### src/rtl/iq_pkg.sv
`default_nettype none
// +------------------------------------------------------------------+
// | iq_pkg : shared IQ-link constants and state encoding             |
// |          (used by both iqmod and iqdemod)                         |
// | Rev 1.0 : initial release                                         |
// +------------------------------------------------------------------+
package iq_pkg;
    localparam int ADC_W    = 10;
    localparam int SYM_W    = 4;
    localparam int ADC_MID  = 512;
    localparam int SYM_ZERO = 8;

    typedef enum logic [1:0] {
        IDLE  = 2'd0,
        INTEG = 2'd1,
        DUMP  = 2'd2
    } state_t;
endpackage
`default_nettype wire

### src/rtl/iqdemod_if.sv
`default_nettype none
// +------------------------------------------------------------------+
// | iqdemod_if : ADC sample input and I/Q symbol output bundle        |
// | Rev 1.0 : initial release                                         |
// +------------------------------------------------------------------+
interface iqdemod_if;
    import iq_pkg::*;

    logic [ADC_W-1:0] adcval;
    logic             adc_valid;
    logic [SYM_W-1:0] sym_i;
    logic [SYM_W-1:0] sym_q;
    logic             sym_valid;

    modport master (
        output adcval, adc_valid,
        input  sym_i, sym_q, sym_valid
    );

    modport slave (
        input  adcval, adc_valid,
        output sym_i, sym_q, sym_valid
    );
endinterface
`default_nettype wire

### src/rtl/iq_quant.sv
`default_nettype none
// +------------------------------------------------------------------+
// | iq_quant : accumulator to 4-bit offset-binary symbol code         |
// | Rev 1.0 : initial release                                         |
// +------------------------------------------------------------------+
module iq_quant
    import iq_pkg::*;
#(
    parameter int ACC_W = 14,
    parameter int SHIFT = 9
) (
    input  logic signed [ACC_W-1:0] i_acc,
    output logic        [SYM_W-1:0] o_code
);
    // The accumulator range guarantees the shifted value fits in SYM_W
    // signed bits, so taking the field directly equals a floor shift.
    logic [SYM_W-1:0] w_field;
    logic             w_unused;

    assign w_field  = i_acc[SHIFT +: SYM_W];
    assign o_code   = {~w_field[SYM_W-1], w_field[SYM_W-2:0]};
    assign w_unused = &{1'b0, i_acc};
endmodule
`default_nettype wire

### src/rtl/iqdemod.sv
`default_nettype none
// +------------------------------------------------------------------+
// | iqdemod : fs/4 I/Q mixer with integrate-and-dump per symbol       |
// | Rev 1.0 : initial release                                         |
// +------------------------------------------------------------------+
module iqdemod
    import iq_pkg::*;
#(
    parameter int SYM_LEN = 16
) (
    input  logic     clk,
    input  logic     areset_n,
    input  logic     locked,
    input  logic     sync,
    iqdemod_if.slave bus
);
    localparam int c_LOG2_LEN = $clog2(SYM_LEN);
    localparam int c_ACC_W    = ADC_W + c_LOG2_LEN;
    localparam int c_SHIFT    = c_LOG2_LEN + 5;
    localparam logic [c_LOG2_LEN-1:0] c_N_LAST = c_LOG2_LEN'(SYM_LEN - 1);

    state_t                     r_state;
    state_t                     w_next_state;
    logic signed [c_ACC_W-1:0]  r_acc_i;
    logic signed [c_ACC_W-1:0]  r_acc_q;
    logic signed [c_ACC_W-1:0]  w_acc_i_nxt;
    logic signed [c_ACC_W-1:0]  w_acc_q_nxt;
    logic signed [c_ACC_W-1:0]  w_mix;
    logic signed [ADC_W-1:0]    w_s;
    logic [c_LOG2_LEN-1:0]      r_n;
    logic [c_LOG2_LEN-1:0]      w_n_nxt;
    logic [1:0]                 r_p;
    logic [1:0]                 w_p_nxt;
    logic                       w_run;
    logic                       w_accept;
    logic                       w_restart;
    logic                       w_dump_fire;
    logic                       w_last;
    logic [SYM_W-1:0]           w_code_i;
    logic [SYM_W-1:0]           w_code_q;
    logic [SYM_W-1:0]           r_sym_i;
    logic [SYM_W-1:0]           r_sym_q;
    logic                       r_sym_valid;

    // Offset binary to two's complement is just an MSB inversion.
    assign w_s    = {~bus.adcval[ADC_W-1], bus.adcval[ADC_W-2:0]};
    assign w_mix  = {{c_LOG2_LEN{w_s[ADC_W-1]}}, w_s};
    assign w_last = w_accept && (r_n == c_N_LAST);

    always_ff @(posedge clk or negedge areset_n) begin
        if (!areset_n) r_state <= IDLE;
        else           r_state <= w_next_state;
    end

    always_comb begin
        w_next_state = r_state;
        case (r_state)
            IDLE:    if (locked) w_next_state = INTEG;
            INTEG: begin
                if (!locked)               w_next_state = IDLE;
                else if (!sync && w_last)  w_next_state = DUMP;
            end
            DUMP:    w_next_state = locked ? INTEG : IDLE;
            default: w_next_state = IDLE;
        endcase
    end

    always_comb begin
        w_run       = locked && ((r_state == INTEG) || (r_state == DUMP));
        w_accept    = w_run && bus.adc_valid;
        w_restart   = sync || (r_state == DUMP);
        w_dump_fire = locked && !sync && (r_state == DUMP);
    end

    // After a full symbol n and p have already wrapped to 0, so DUMP
    // only needs to zero the accumulator base before mixing.
    always_comb begin
        w_acc_i_nxt = w_restart ? '0 : r_acc_i;
        w_acc_q_nxt = w_restart ? '0 : r_acc_q;
        w_n_nxt     = sync ? '0 : r_n;
        w_p_nxt     = sync ? '0 : r_p;
        if (w_accept) begin
            case (w_p_nxt)
                2'd0:    w_acc_i_nxt = w_acc_i_nxt + w_mix;
                2'd1:    w_acc_q_nxt = w_acc_q_nxt + w_mix;
                2'd2:    w_acc_i_nxt = w_acc_i_nxt - w_mix;
                default: w_acc_q_nxt = w_acc_q_nxt - w_mix;
            endcase
            w_n_nxt = w_n_nxt + c_LOG2_LEN'(1);
            w_p_nxt = w_p_nxt + 2'd1;
        end
    end

    always_ff @(posedge clk or negedge areset_n) begin
        if (!areset_n) begin
            r_acc_i <= '0;
            r_acc_q <= '0;
            r_n     <= '0;
            r_p     <= '0;
        end else if (!w_run) begin
            r_acc_i <= '0;
            r_acc_q <= '0;
            r_n     <= '0;
            r_p     <= '0;
        end else begin
            r_acc_i <= w_acc_i_nxt;
            r_acc_q <= w_acc_q_nxt;
            r_n     <= w_n_nxt;
            r_p     <= w_p_nxt;
        end
    end

    iq_quant #(.ACC_W(c_ACC_W), .SHIFT(c_SHIFT)) u_quant_i (
        .i_acc  (r_acc_i),
        .o_code (w_code_i)
    );

    iq_quant #(.ACC_W(c_ACC_W), .SHIFT(c_SHIFT)) u_quant_q (
        .i_acc  (r_acc_q),
        .o_code (w_code_q)
    );

    always_ff @(posedge clk or negedge areset_n) begin
        if (!areset_n) begin
            r_sym_i     <= SYM_W'(SYM_ZERO);
            r_sym_q     <= SYM_W'(SYM_ZERO);
            r_sym_valid <= 1'b0;
        end else begin
            r_sym_valid <= w_dump_fire;
            if (w_dump_fire) begin
                r_sym_i <= w_code_i;
                r_sym_q <= w_code_q;
            end
        end
    end

    assign bus.sym_i     = r_sym_i;
    assign bus.sym_q     = r_sym_q;
    assign bus.sym_valid = r_sym_valid;
endmodule
`default_nettype wire
### src/flat_wrapper.sv
// flat-port wrapper written by rule: the top's interface ports become plain ports
module iqdemod_flat import iq_pkg::*;
#(
    parameter int SYM_LEN = 16
)
  (clk, areset_n, locked, sync, bus_adcval, bus_adc_valid, bus_sym_i, bus_sym_q, bus_sym_valid);
  iqdemod_if bus_i ();
  input  logic clk;
  input  logic areset_n;
  input  logic locked;
  input  logic sync;
  input wire logic [$bits(bus_i.adcval)-1:0] bus_adcval;
  input wire logic [$bits(bus_i.adc_valid)-1:0] bus_adc_valid;
  output wire logic [$bits(bus_i.sym_i)-1:0] bus_sym_i;
  output wire logic [$bits(bus_i.sym_q)-1:0] bus_sym_q;
  output wire logic [$bits(bus_i.sym_valid)-1:0] bus_sym_valid;
  assign bus_i.adcval = bus_adcval;
  assign bus_i.adc_valid = bus_adc_valid;
  assign bus_sym_i = bus_i.sym_i;
  assign bus_sym_q = bus_i.sym_q;
  assign bus_sym_valid = bus_i.sym_valid;
  iqdemod #(.SYM_LEN(SYM_LEN)) u_core (.clk(clk), .areset_n(areset_n), .locked(locked), .sync(sync), .bus(bus_i));
endmodule
### config.mk
export PLATFORM = sky130hd
export DESIGN_NAME = iqdemod_flat
export DESIGN_NICKNAME = d
export VERILOG_FILES = /design/src/rtl/iq_pkg.sv /design/src/rtl/iqdemod_if.sv /design/src/rtl/iq_quant.sv /design/src/rtl/iqdemod.sv /design/src/flat_wrapper.sv
export SDC_FILE = /design/constraint.sdc
export NUM_CORES = 1
export LEC_CHECK = 0
export CAP_MARGIN = 15
export CORE_ASPECT_RATIO = 0.5
export CORE_MARGIN = 1
export CORE_UTILIZATION = 60
export CTS_CLUSTER_DIAMETER = 150
export DETAILED_ROUTE_END_ITERATION = 10
export PLACE_DENSITY = 0.82
export SYNTH_ARGS = -nofsm -noshare
export SYNTH_HDL_FRONTEND = slang
export SYNTH_HIERARCHICAL = 1
export SYNTH_SLANG_ARGS = --single-unit
### constraint.sdc
create_clock -name clk -period 9.8 [get_ports clk]
set_clock_uncertainty 0.2 [all_clocks]
set_input_delay 0.98 -clock clk [delete_from_list [all_inputs] [get_ports clk]]
set_output_delay 0.98 -clock clk [all_outputs]
set_load 0.005 [all_outputs]
# Yosys cells after proc, flatten, opt, wreduce, memory -nomap -nowiden
# Index checks and enable logic that the tools add are counted.
# classes
n_mux	19
reduce_logical	13
n_mul	0
n_div	0
shifts	0
add_sub_neg	6
order_cmp	0
n_bitwise	3
n_eq_ne	7
# op_table
operator	count
$mux 14	6
$pmux 14 s2	2
$add 14x10->14	2
$sub 14x10->14	2
$mux 2	6
$mux 4	3
$logic_and 1x1->1	6
$pmux 2 s3	1
$add 4x1->4 const B	1
$eq 2x1->1 const B	2
$eq 2x2->1 const B	2
$eq 4x4->1 const B	1
$logic_not 2->1	2
$ne 3x2->1 const B	1
$not 1->1	3
$add 2x1->2 const B	1
$logic_or 1x1->1	2
$ne 2x2->1 const B	1
$reduce_and 2->1	1
$reduce_or 2->1	1
$logic_not 1->1	1
$mux 1	1
# totals
memories	0
romBits	0
inputBits	15
reg_bits	45
latch_bits	0
ramBits	0
word_cells	56
output_inout_bits	9

# Longest topological paths before layout
# Gate-level depths: netlist (run 1).
# depth
word_depth	9
depth_mapped	14
depth_no_buf	13

# Modules after synthesis
# Netlist (run 1), hierarchy kept.
# modules_own_cells
module	n_inst	area_per_inst_um2	seq_area_each_um2	cells_each
iqdemod	1	3767.4	1128.6	462
iq_quant	2	26.3	0.0	4

# Worst setup path after synthesis (run 1)
# No wires, ideal clock.
# synth_timing
path_type	input to register
from	in bus_adcval[0]
to	reg u_core.r_acc_q[13]
arrival_ns	3.598
cell_stages	14
path_slack_ns	5.923
setup_time_ns	0.079
path_cell_list	inv_1 ha_1 nand2_1 nor4b_1 inv_1 o21ai_1 o21ai_1 ha_1 o21a_1 a221oi_1 a21boi_0 o21bai_1 mux2i_1 mux2i_1
# synth_between
elab_chain_len	4
elab_cells_between_ends	5
# synth_lines
element	line	text
start, declared	flat_wrapper.sv:12	input wire logic [$bits(bus_i.adcval)-1:0] bus_adcval;
$sub 14x10->14 / $add 14x10->14 (equally long branches)	iqdemod.sv:87, iqdemod.sv:85	
$pmux 14 s2 (*)	iqdemod.sv:83	case (w_p_nxt)
$mux 14 (*)	iqdemod.sv:82	if (w_accept) begin
$mux 14 (*)	iqdemod.sv:100	end else if (!w_run) begin
end signal, assigned	iqdemod.sv:107	r_acc_q <= w_acc_q_nxt;
end, declared	iqdemod.sv:25	logic signed [c_ACC_W-1:0] r_acc_q;
# Every way passes the cells marked *; elsewhere a longest branch is shown, timed or not.
# A chain may end at the register's enable or synchronous reset.

# Worst setup path after layout (run 1)
# layout_timing
from	in sync
to	reg u_core.r_acc_i[10]
# layout_between
elab_chain_len	6
elab_cells_between_ends	10
# layout_lines
element	line	text
start, declared	flat_wrapper.sv:11	input logic sync;
$logic_or 1x1->1	iqdemod.sv:71	w_restart = sync || (r_state == DUMP);
$mux 14	iqdemod.sv:78	w_acc_i_nxt = w_restart ? '0 : r_acc_i;
$sub 14x10->14 / $add 14x10->14 (equally long branches)	iqdemod.sv:86, iqdemod.sv:84	
$pmux 14 s2	iqdemod.sv:83	
$mux 14 (*)	iqdemod.sv:82	
$mux 14 (*)	iqdemod.sv:100	
end signal, assigned	iqdemod.sv:106	r_acc_i <= w_acc_i_nxt;
end, declared	iqdemod.sv:24	logic signed [c_ACC_W-1:0] r_acc_i;
# Marked as above.

==> results of run 1 <==
[sequential cells by signal, summed over array words and instances, names as in the netlist]
name,cells
u_core/r_n,4
u_core/r_p,2
u_core/r_acc_q,13
u_core/r_acc_i,13
u_core/r_state,2
u_core/bus.sym_valid,1
u_core/bus.sym_q,4
u_core/bus.sym_i,4
[layer usage]
layer  vias to the layer above  global-route usage [%]  share of wire, %
met2                        74                    45.8                45
met4                         0                    10.6              0.99
li1                       1552                       -                 -
met5                         -                       0                 0
met1                      1518                    34.6                49
met3                        11                    5.72               4.6
[how the worst max path moves through the flow]
stage	slack (ps)	startpoint	cells after the start	end
floorplan	6010	sync	12	u_core/r_acc_q[11]
global placement	5210	sync	11	u_core/r_acc_q[11]
detailed placement	5080	sync	11	u_core/r_acc_q[11]
CTS	5380	sync	12	u_core/r_acc_i[10]
global route	5040	sync	12	u_core/r_acc_q[11]
finish	5360	sync	12	u_core/r_acc_i[10]
[power by group]
part / internal, mW / switching (mW)
Combinational: 0.0595 / 0.0903
Sequential: 0.188 / 0.00524
Clock: 0.0939 / 0.0724
Total: 0.341 / 0.168
[cell type report]
class                   count  area (sq um)
inverters                  20          75.1
well taps                  73          91.3
clock inverters             3          20.0
fillers                   459          1660
repair buffers             25           260
clock buffers               5           125
multi-input cells         357          2320
flip-flops and latches     43          1080
[critical path, stage by stage]
cell	delay [ps]
sky130_fd_sc_hd__clkdlybuf4s50_1	620
sky130_fd_sc_hd__nor2b_1	150
sky130_fd_sc_hd__inv_1	110
sky130_fd_sc_hd__ha_1	460
sky130_fd_sc_hd__mux2_2	430
sky130_fd_sc_hd__fa_1	410
sky130_fd_sc_hd__nor2b_1	190
sky130_fd_sc_hd__o21ai_1	110
sky130_fd_sc_hd__a21oi_1	310
sky130_fd_sc_hd__o211ai_1	160
sky130_fd_sc_hd__or3_1	330
sky130_fd_sc_hd__a31oi_1	180
[metrics by stage]
step	worst slack [ps]	cells	hold WS, ps	cell area (sq um)
after floorplan	6010	444	233	3600
after global placement	5210	517	247	3800
after detailed placement	5080	517	247	3800
after CTS	5380	525	257	3950
after global routing	5040	526	281	3980
final	5360	526	255	3980
==> results.toml, run 1 <==
[sta]
finalSetupTns_ps = 0
final-max-slew-violation-count = 0
max_clock_freq_ghz = 0.225
post-route-min-period_ps = 4440
final_min_period_over_clock_period_pct = 45.3
max_slew_margin_pct = 35.0
hold_violations = 0
worst_pin_slew_ps = 974
final-setup-viol-count = 0
rsz0062_at_grt = "no"

[cts]
clock_tree_root_buffer_cell = "sky130_fd_sc_hd__clkbuf_16"
cts_max_level = 2
cts.repair.resized = 0
cts_inserted_buffers = 5
clock_path_buffers = 2
cts_tree = "yes"
clock_insertion_delay_worst_skew_ps = 290
cts.reportedPaths.clkPinSlew_ps = 60
cts_hold_buffers = 0
clock_sink_count = 43
postCtsSetupRepairBufs = 0

[outcome]
violations = "DRC"
outcome = "finished, violations left"

[yosys]
synth_cells = 444
synth_nets = 495
syn_avg_cell_area_sq_um = 8.11
synth.yosys.warnings = 6
post_synth_instance_area_sq_um = 3600

[power_and_ir_drop]
worst_ir_drop_vdd_mv = 0.0836
power.density_nw_per_um2 = 128
leakage_nw = 1.77
post-layout-total-power_uw = 509

[min_path]
worst_hold_path.endpoint = "u_core/bus.sym_q[3]"
hold_path_depth = 2
holdCritPathClass = "reg -> reg"
holdCritStartpoint = "u_core/bus.sym_q[3]"

[final_layout]
nNetsFinal = 503
post_route_cells_drive_above_1_share_pct = 4.86
layout_commonest_cell = "sky130_fd_sc_hd__nand2_1"
layout-area-overhead-vs-synth_pct = 10.4
final_core_utilization_pct = 70.6
antenna_cells = 0
most-common-layout-cells = "sky130_fd_sc_hd__nand2_1 (56), sky130_fd_sc_hd__dfrtp_1 (41), sky130_fd_sc_hd__nor2_1 (38)"

[worst_setup_path]
worst-setup-path-type = "in -> reg"
cp.required_ps = 9810
worstPathMaxFanout = 13
regToRegStartpoint = "u_core/r_state[0]"
worstPathArrival_ps = 4460
critPathLaunchType = "primary input"
setup.worst_path.end_class = "flip-flop"
r2r_end = "u_core/r_acc_q[12]"
reg2reg_depth = 14
ff2ff_setup_slack_ps = 6290

[global_route]
tot_gr_track_use_pct = 27.2
maximum_number_of_pins_on_one_net_before_global_route_repair = 44
grt_pass1_wl_um = 13500
antenna_found_initial = 0
via_count_of_the_first_global_routing_pass = 3038
grt_remaining_overflow = 0

[routing]
vias_per_cell = 6.00
antenna_violating_nets_post_route = 0
route.detailed.wl_per_inst_um = 15.2
drt_first_iter_violations = 157
routed_wl_um = 8020
post-route-drc-count = 5
vias = 3155
drtPass1Iterations = 8

[die]
die_height_um = 56.8
design.portCount = 24
core_area_sq_um = 5630
die_area_sq_um = 6330
row_count = 19
initial_standard_cell_utilization_of_the_core_pct = 63.9
die_w_um = 112

[run]
max_cap_violations = 0

[place]
numPortBuffers = 23
routabilityCongestion = 0.900
detailedPlacementHpwl_um = 5620
Power figures use the tool's default switching activity.
==> run 2: changes to the inputs <==
--- a/config.mk
+++ b/config.mk
@@ -8,10 +8,10 @@
 export CAP_MARGIN = 15
 export CORE_ASPECT_RATIO = 0.5
 export CORE_MARGIN = 1
-export CORE_UTILIZATION = 60
+export CORE_UTILIZATION = 55
 export CTS_CLUSTER_DIAMETER = 150
 export DETAILED_ROUTE_END_ITERATION = 10
-export PLACE_DENSITY = 0.82
+export PLACE_DENSITY = 0.79
 export SYNTH_ARGS = -nofsm -noshare
 export SYNTH_HDL_FRONTEND = slang
 export SYNTH_HIERARCHICAL = 1
==> constraint.sdc (replaced) <==
create_clock -name clk -period 3.77 [get_ports clk]
set_clock_uncertainty 0.2 [all_clocks]
set_input_delay 0.377 -clock clk [delete_from_list [all_inputs] [get_ports clk]]
set_output_delay 0.377 -clock clk [all_outputs]
set_load 0.005 [all_outputs]
==> results.toml, run 2 (synthesis gave the netlist of run 1 again) <==
[sta]
final-max-slew-violation-count = 0
final_min_period_over_clock_period_pct = 94.1
rsz0062_at_grt = "no"
max_clock_freq_ghz = 0.282
final-setup-viol-count = 0
worst_pin_slew_ps = 990
max_slew_margin_pct = 34.0
post-route-min-period_ps = 3550
hold_violations = 0
finalSetupTns_ps = 0

[global_route]
maximum_number_of_pins_on_one_net_before_global_route_repair = 44
grt_remaining_overflow = 0
via_count_of_the_first_global_routing_pass = 2881
tot_gr_track_use_pct = 26.0
grt_pass1_wl_um = 13600
antenna_found_initial = 0

[routing]
post-route-drc-count = 0
antenna_violating_nets_post_route = 0
routed_wl_um = 8290
drt_first_iter_violations = 263
vias = 3233
route.detailed.wl_per_inst_um = 14.8
vias_per_cell = 5.75
drtPass1Iterations = 4

[die]
die_w_um = 116
die_height_um = 59.2
initial_standard_cell_utilization_of_the_core_pct = 58.3
design.portCount = 24
row_count = 20
core_area_sq_um = 6180
die_area_sq_um = 6890

[worst_setup_path]
reg2reg_depth = 14
cp.required_ps = 3710
worstPathMaxFanout = 4
ff2ff_setup_slack_ps = 430
worst-setup-path-type = "in -> reg"
critPathLaunchType = "primary input"
r2r_end = "u_core/r_acc_q[12]"
setup.worst_path.end_class = "flip-flop"
worstPathArrival_ps = 3490
regToRegStartpoint = "u_core/r_state[0]"

[cts]
cts_tree = "yes"
clock_sink_count = 43
cts.repair.resized = 0
clock_tree_root_buffer_cell = "sky130_fd_sc_hd__clkbuf_16"
cts_max_level = 2
cts_inserted_buffers = 5
clock_path_buffers = 2
cts.reportedPaths.clkPinSlew_ps = 60
postCtsSetupRepairBufs = 0
clock_insertion_delay_worst_skew_ps = 290
cts_hold_buffers = 0

[final_layout]
num-fill-cells = 523
sequential_cell_area_sq_um = 1080
most-common-layout-cells = "sky130_fd_sc_hd__nand2_1 (56), sky130_fd_sc_hd__dfrtp_1 (41), sky130_fd_sc_hd__nor2_1 (38)"
nNetsFinal = 524
post_layout_nonfiller_instances = 562
multiInputGateArea_sq_um = 2320
layout-area-overhead-vs-synth_pct = 15.9
top_regs = "u_core/r_acc_i: 13 flops, u_core/r_acc_q: 13 flops"
post_route_cells_drive_above_1_share_pct = 8.86
antenna_cells = 0
layout_commonest_cell = "sky130_fd_sc_hd__nand2_1"

[power_and_ir_drop]
leakage_nw = 1.90
worst_ir_drop_vdd_mv = 0.258
power.density_nw_per_um2 = 350
post-layout-total-power_mw = 1.46

[place]
routabilityCongestion = 0.921
numPortBuffers = 23
placedCellCount = 554
detailedPlacementHpwl_um = 5890

[outcome]
outcome = "complete, no violations"

[min_path]
holdCritPathClass = "in -> async"

[run]
max_cap_violations = 0
[run 2: changes by cell type in the layout (fill, tap and decap cells not counted)]
cell                         change
sky130_fd_sc_hd__buf_4          +22
sky130_fd_sc_hd__bufinv_16       +2
sky130_fd_sc_hd__clkinvlp_4      -2
sky130_fd_sc_hd__buf_16          -1
sky130_fd_sc_hd__clkbuf_1        +1
sky130_fd_sc_hd__clkinv_2        -1
[run 2: how the worst max path moves through the flow]
| stage | from | end | cells past startpoint |
|---|---|---|---|
| 2_1_floorplan | sync | u_core/r_acc_q[11] | 12 |
| 3_3_place_gp | sync | u_core/r_acc_q[11] | 11 |
| 3_5_place_dp | sync | u_core/r_acc_q[11] | 11 |
| 4_1_cts | sync | u_core/r_acc_q[11] | 11 |
| 5_1_grt | sync | u_core/r_acc_q[11] | 14 |
| 6_report | sync | u_core/r_acc_q[11] | 11 |
[run 2: area by class of cell]
class | instances | share of cell area (%)
timing repair buffer | 46 | 9.53
clock inverter | 2 | 1.44
sequential | 43 | 25.8
tap | 88 | 2.64
clock buffer | 6 | 3.09
multi-input combinational | 357 | 55.7
inverter | 20 | 1.80
[run 2: critical path, cell delays in order]
cell	delay (ps)
sky130_fd_sc_hd__clkdlybuf4s50_1	510
sky130_fd_sc_hd__nor2b_1	240
sky130_fd_sc_hd__ha_1	290
sky130_fd_sc_hd__mux2_2	370
sky130_fd_sc_hd__ha_1	310
sky130_fd_sc_hd__a211oi_1	440
sky130_fd_sc_hd__o21ai_1	140
sky130_fd_sc_hd__a21boi_1	200
sky130_fd_sc_hd__a311oi_1	340
sky130_fd_sc_hd__xor2_1	170
sky130_fd_sc_hd__o22ai_1	90
[run 2: per-layer routing]
metal | part of all wire, % | track usage (%) | vias to the layer above
li1 | - | - | 1597
met1 | 51 | 37.4 | 1545
met2 | 44 | 40.4 | 86
met3 | 4.4 | 5.01 | 5
met4 | 0.71 | 6.04 | 0
met5 | 0 | 0 | -
[run 2: stage by stage]
stage	area, sq um	utilization (%)	hold slack (ps)	worst slack [ps]
global route	4180	67.6	141	70.7
detailed placement	3990	64.5	247	-10.2
floorplan	3600	-	-119	584
CTS	4180	67.6	87.2	279
global placement	3990	64.5	248	94.8
finish	4180	67.6	45.7	224
[run 2: power breakdown]
group / internal (mW) / leakage (nW) / switching (mW)
sequential: 0.488 / 0.587 / 0.0140
combinational: 0.157 / 1.22 / 0.235
clock: 0.380 / 0.0911 / 0.189
total: 1.02 / 1.90 / 0.438
